<file path="src/rtl/kgp_rf_trace.sv">
// Register-file write tracer: captures watched register writes with a cycle timestamp
// into a first-word-fall-through FIFO. Define KGP_TRACE_DEDUP_EN to suppress repeated writes.
module kgp_rf_trace #(
   parameter int DATA_W = 32,
   parameter int ADDR_W = 5,
   parameter int DEPTH  = 16,
   parameter int TS_W   = 16
) (
   input  logic                     clk,
   input  logic                     rst_n,
   input  logic                     wr_en,
   input  logic [ADDR_W-1:0]        wr_addr,
   input  logic [DATA_W-1:0]        wr_data,
   input  logic [(2**ADDR_W)-1:0]   watch_mask,
   input  logic                     clr,
   output logic                     rd_valid,
   input  logic                     rd_ready,
   output logic [ADDR_W-1:0]        rd_addr,
   output logic [DATA_W-1:0]        rd_data,
   output logic [TS_W-1:0]          rd_ts,
   output logic [$clog2(DEPTH):0]   count,
   output logic [15:0]              ovf_cnt
);

   localparam int PW = $clog2(DEPTH);
   localparam int CW = PW + 1;

   typedef struct packed {
      logic [ADDR_W-1:0] addr;
      logic [DATA_W-1:0] data;
      logic [TS_W-1:0]   ts;
   } entry_t;

   entry_t          mem [DEPTH];
   logic [PW-1:0]   wr_ptr;
   logic [PW-1:0]   rd_ptr;
   logic [CW-1:0]   count_q;
   logic [TS_W-1:0] ts;
   logic [15:0]     ovf_q;

   logic qualify;
   logic dup;
   logic push_req;
   logic pop;
   logic full;
   logic push;
   logic overflow;
   entry_t head;

   assign qualify  = wr_en && watch_mask[wr_addr];
   assign push_req = qualify && !dup && !clr;
   assign pop      = rd_valid && rd_ready && !clr;
   assign full     = (count_q == CW'(DEPTH));
   // A full FIFO still accepts a push when the head leaves in the same cycle.
   assign push     = push_req && (!full || pop);
   assign overflow = push_req && full && !pop;

`ifdef KGP_TRACE_DEDUP_EN
   logic              last_vld;
   logic [ADDR_W-1:0] last_addr;
   logic [DATA_W-1:0] last_data;

   assign dup = last_vld && (last_addr == wr_addr) && (last_data == wr_data);

   always_ff @(posedge clk or negedge rst_n) begin
      if (!rst_n) begin
         last_vld  <= 1'b0;
         last_addr <= '0;
         last_data <= '0;
      end else if (clr) begin
         last_vld  <= 1'b0;
      end else if (push) begin
         last_vld  <= 1'b1;
         last_addr <= wr_addr;
         last_data <= wr_data;
      end
   end
`else
   assign dup = 1'b0;
`endif

   // NOTE: sequential state uses non-blocking assignments so every register samples pre-edge values.
   always_ff @(posedge clk or negedge rst_n) begin
      if (!rst_n) begin
         wr_ptr  <= '0;
         rd_ptr  <= '0;
         count_q <= '0;
         ts      <= '0;
         ovf_q   <= '0;
      end else if (clr) begin
         wr_ptr  <= '0;
         rd_ptr  <= '0;
         count_q <= '0;
         ts      <= '0;
         ovf_q   <= '0;
      end else begin
         ts <= ts + TS_W'(1);
         if (push) wr_ptr <= wr_ptr + PW'(1);
         if (pop)  rd_ptr <= rd_ptr + PW'(1);
         count_q <= count_q + CW'(push) - CW'(pop);
         if (overflow && (ovf_q != 16'hFFFF)) ovf_q <= ovf_q + 16'd1;
      end
   end

   // NOTE: storage has no reset; rd_valid masks stale contents and this keeps it a plain RAM.
   always_ff @(posedge clk) begin
      if (push) mem[wr_ptr] <= '{addr: wr_addr, data: wr_data, ts: ts};
   end

   assign head     = mem[rd_ptr];
   assign rd_addr  = head.addr;
   assign rd_data  = head.data;
   assign rd_ts    = head.ts;
   assign rd_valid = (count_q != '0);
   assign count    = count_q;
   assign ovf_cnt  = ovf_q;

endmodule

</file>
<file path="config.mk">
export PLATFORM = sky130hd
export DESIGN_NAME = kgp_rf_trace
export DESIGN_NICKNAME = d
export VERILOG_FILES = /design/src/rtl/kgp_rf_trace.sv
export SDC_FILE = /design/constraint.sdc
export NUM_CORES = 1
export LEC_CHECK = 0
export ABC_CLOCK_PERIOD_IN_PS = 4900
export BUFFER_PORTS_ARGS = -buffer_cell sky130_fd_sc_hd__buf_2
export CORE_MARGIN = 2
export CORE_UTILIZATION = 27
export CTS_CLUSTER_DIAMETER = 60
export DETAILED_ROUTE_END_ITERATION = 6
export PLACE_DENSITY = 0.4
export SYNTH_ARGS = -nofsm -noshare
export SYNTH_HDL_FRONTEND = slang
export SYNTH_SLANG_ARGS = --single-unit
</file>
<file path="constraint.sdc">
create_clock -name clk -period 4.9 [get_ports clk]
set_input_delay 0.49 -clock clk [delete_from_list [all_inputs] [get_ports clk]]
set_output_delay 0.49 -clock clk [all_outputs]
set_load 0.03 [all_outputs]
</file>
==> reports/metrics.csv <==
metric,value,unit
cts.path.max_buffers,3,
worstPathCellList,"buf_4, mux4_2, mux4_2, buf_2",
tns,0,ns
setup_repair_after_global_routing_missed_its_margin,no,
required,4.41,ns
p_clk_frac,0.393,
clock_latency_on_the_worst_skew_pair,0.70,ns
total_power_density_per_cell_area,478.6,mW/mm^2
comb_power_share,0.178,
detail_route.iter0.violations,1351,
synthMuxAreaShare,0.1838,
largest_net_degree_at_the_start_of_global_routing,72,
layout_worst_path_cycle_share,0.7772,
initial_utilization,0.2724,
firstDrtPassIters,5,
via_count,16130,
hold_violations,0,
worst_pin_slew,1.000,ns
globalRouteTotalUtil,0.1349,
final_antenna_net_count,0,
critPathMaxStageDelay,0.64,ns
run_status,"complete, no violations",
power.static_leakage,13.08,nW
first_global_vias,17550,
synth_enable_flop_cells,848,
cts_buffers,106,
placeable_area,0.1277,mm^2
wire_length_of_the_first_global_routing_pass,127300,um
cts.sink_count,893,
netlist_area,0.03478,mm^2
route.detailed.wl_per_inst,25.36,um
areaGrowthSynthToFinish,19.51,%
die_height,362.9,um
standard_cell_row_count,131,
internal_power,0.01476,W
fmax,262.6,MHz
drc_errors,0,
final.setup_skew,0.02533,ns
relSlewSlack,0.3331,
h_tree_lvl_count,3,
postSynth.asyncResetShare,0.05039,
timing.final.max_slew_violations,0,
power.share.switching,0.2580,
ys_seq_elements,893,
root_buffer,sky130_fd_sc_hd__clkbuf_16,
synth.yosys.seq_area_share,0.7644,
syn-mean-instance-area,23.41,um^2
synth_simple_gate_area_frac,0.02748,
end_kind,output pin,
cts_tree,built,
sort_of_element_at_the_start_of_the_critical_path,flip-flop,
synth_xor_xnor_area_share,0.004029,
number_of_antenna_violations_at_the_first_check_in_global_routing,6,
seq_power_share,0.429,
globalRouteOverflowTotal,0,
nNetsFinal,1807,
totalWireLength,87960,um
holdCritPathClass,primary input to flip-flop,
switching_power_total,0.005134,W
drt-vias-per-instance,4.651,
power.ir.vdd_worst,0.0002893,V
final_cells,3469,
synth-adder-area-share,0.005252,
gpl.final_weighted_congestion,0.7119,
timing.critical_path.arrival,3.32,ns
yosysWarnings,0,
netlist_instances,1486,
place.detailed.instances,3272,
chipWidth,362.9,um
worst_path_max_delay_cell,sky130_fd_sc_hd__dfrtp_4,
main_combinational_cell_family_by_area_after_synthesis,multiplexers,
buffer_ports.inserted,148,
fp.dieArea,0.1317,mm^2
dp_hpwl,47940,um
ys.flop_type,sky130_fd_sc_hd__edfxtp_1,
cpMostUsedCell,sky130_fd_sc_hd__mux4_2,
cts.repair_timing.setup_buffer_count,0,
top_ports,149,
synthDistinctLibCells,43,
final_core_density,0.3256,
worst-setup-path-type,flip-flop to output pin,
finalSetupViolations,0,
maximum_capacitance_violations,0,
synthesis.nets,1574,
synth_compound_area_frac,0.004496,
layout_min_cycle_time,3.808,ns
worstPathMaxFanout,24,
drive_above_1_share,0.3654,
path_clk_slew,0.06,ns
## Yosys cell counts, drive strengths merged (2+ instances only)
cell type  count  area [um^2]
or3            5        31.28
inv           12        45.04
nor4          13        244.0
nor2b         18        112.6
mux4         269         6058
dfrtp         45         1126
nand4          8        50.05
buf           39        183.9
xnor2          6        52.55
nand3         22        110.1
xor2          10        87.58
clkbuf        36        135.1
o21ai          5        25.02
mux2          13        146.4
nor2          37        138.9
o41ai          3        26.28
nand2         14        52.55
o311ai         3        26.28
edfxtp       848        25460
and3          15        93.84
mux2i         19        190.2
nand2b         2        12.51
ha            13        162.7
nor3           6        35.03
and2           6        37.54
or4            2        15.01
a21oi          9        45.04
## state kept, by name (all words and copies together) (netlist names)
name and count:
wr_ptr 4, rd_ptr 4, ovf_cnt 16, mem 848
count 5, ts 16
## power groups by stage
stage               clock, W  sequential [W]  combinational (W)
floorplan                  0         0.00864            0.00260
global placement           0         0.00870            0.00369
detailed placement         0         0.00870            0.00368
CTS                  0.00805         0.00854            0.00369
global route         0.00835         0.00855            0.00384
finish               0.00782         0.00854            0.00354
## stage by stage
| step | hold WS [ns] | power, W | instance area, um^2 | setup WS, ns |
|---|---|---|---|---|
| 2_1_floorplan | 0.1944 | 0.01124 | 34780 | 0.9315 |
| 3_3_place_gp | 0.5226 | 0.01239 | 38070 | 0.6999 |
| 3_5_place_dp | 0.5238 | 0.01239 | 38070 | 0.7059 |
| 4_1_cts | 0.03197 | 0.02028 | 41570 | 0.9767 |
| 5_1_grt | 0.09453 | 0.02075 | 41570 | 0.9098 |
| 6_report | 0.1059 | 0.01990 | 41570 | 1.092 |
## layout by cell type, fill, tap and decap left out, drive strengths merged, types with 6 or more instances in the layout
cell type,count
nor2,37
mux2,13
clkbuf,135
nor4,13
nand2,14
buf,199
nand4,8
and2,6
nand3,22
a21oi,9
edfxtp,848
nor3,6
mux2i,19
xor2,10
nor2b,18
mux4,269
inv,16
ha,13
bufinv,10
dfrtp,45
clkinv,44
and3,15
xnor2,6
## final cells by class
type	instances	area, um^2
repair buffers	200	1446
flip-flops and latches	893	26610
fillers	11990	86110
clock buffers	135	2895
multi-input cells	506	7900
diodes	1	2.502
clock inverters	60	596.8
well taps	1662	2079
inverters	12	45.04
## logic make-up after synthesis
logic type / count (synthesis)
simple gates: 151
compound gates: 24
mux: 301
buf+inv: 87
xor+xnor: 16
flops: 893
fa+ha+maj: 14
## final timing paths
kind,depth (start not counted),slack [ns],from,to
setup / recovery,4,1.09,rd_ptr[0]$_DFFE_PN0P_,rd_addr[4]
hold / removal,3,0.11,rd_ready,rd_ptr[1]$_DFFE_PN0P_
setup reg to reg,15,1.62,count[3]$_DFF_PN0_,count[4]$_DFF_PN0_
hold reg to reg,1,0.58,wr_ptr[3]$_DFFE_PN0P_,wr_ptr[3]$_DFFE_PN0P_
max in group asynchronous,3,3.72,rst_n,rd_ptr[0]$_DFFE_PN0P_
min in group asynchronous,2,0.31,rst_n,ovf_cnt[4]$_DFFE_PN0P_
## metal layers
metal  vias up  track usage  wire length (um)
met5         -            0                30
met4         6      0.03531              1743
met3       119      0.02895              4204
met2       396       0.2194             42640
met1      8773       0.1834             39340
li1       6839            -                 -
## what timing repair did
| item | CTS | global route |
|---|---|---|
| hold buffers | 1 | 0 |
| resized for setup | 0 | 0 |
| hold endpoints to repair | 17 | 0 |
## worst max-delay path, delay by kind of cell, from the launching register on
kind                   cells  cell delay (ns)
multiplexers               2             1.19
flip-flops                 1             0.64
buffers and inverters      2             0.77
Note: power is estimated with default switching activity, not from simulation.
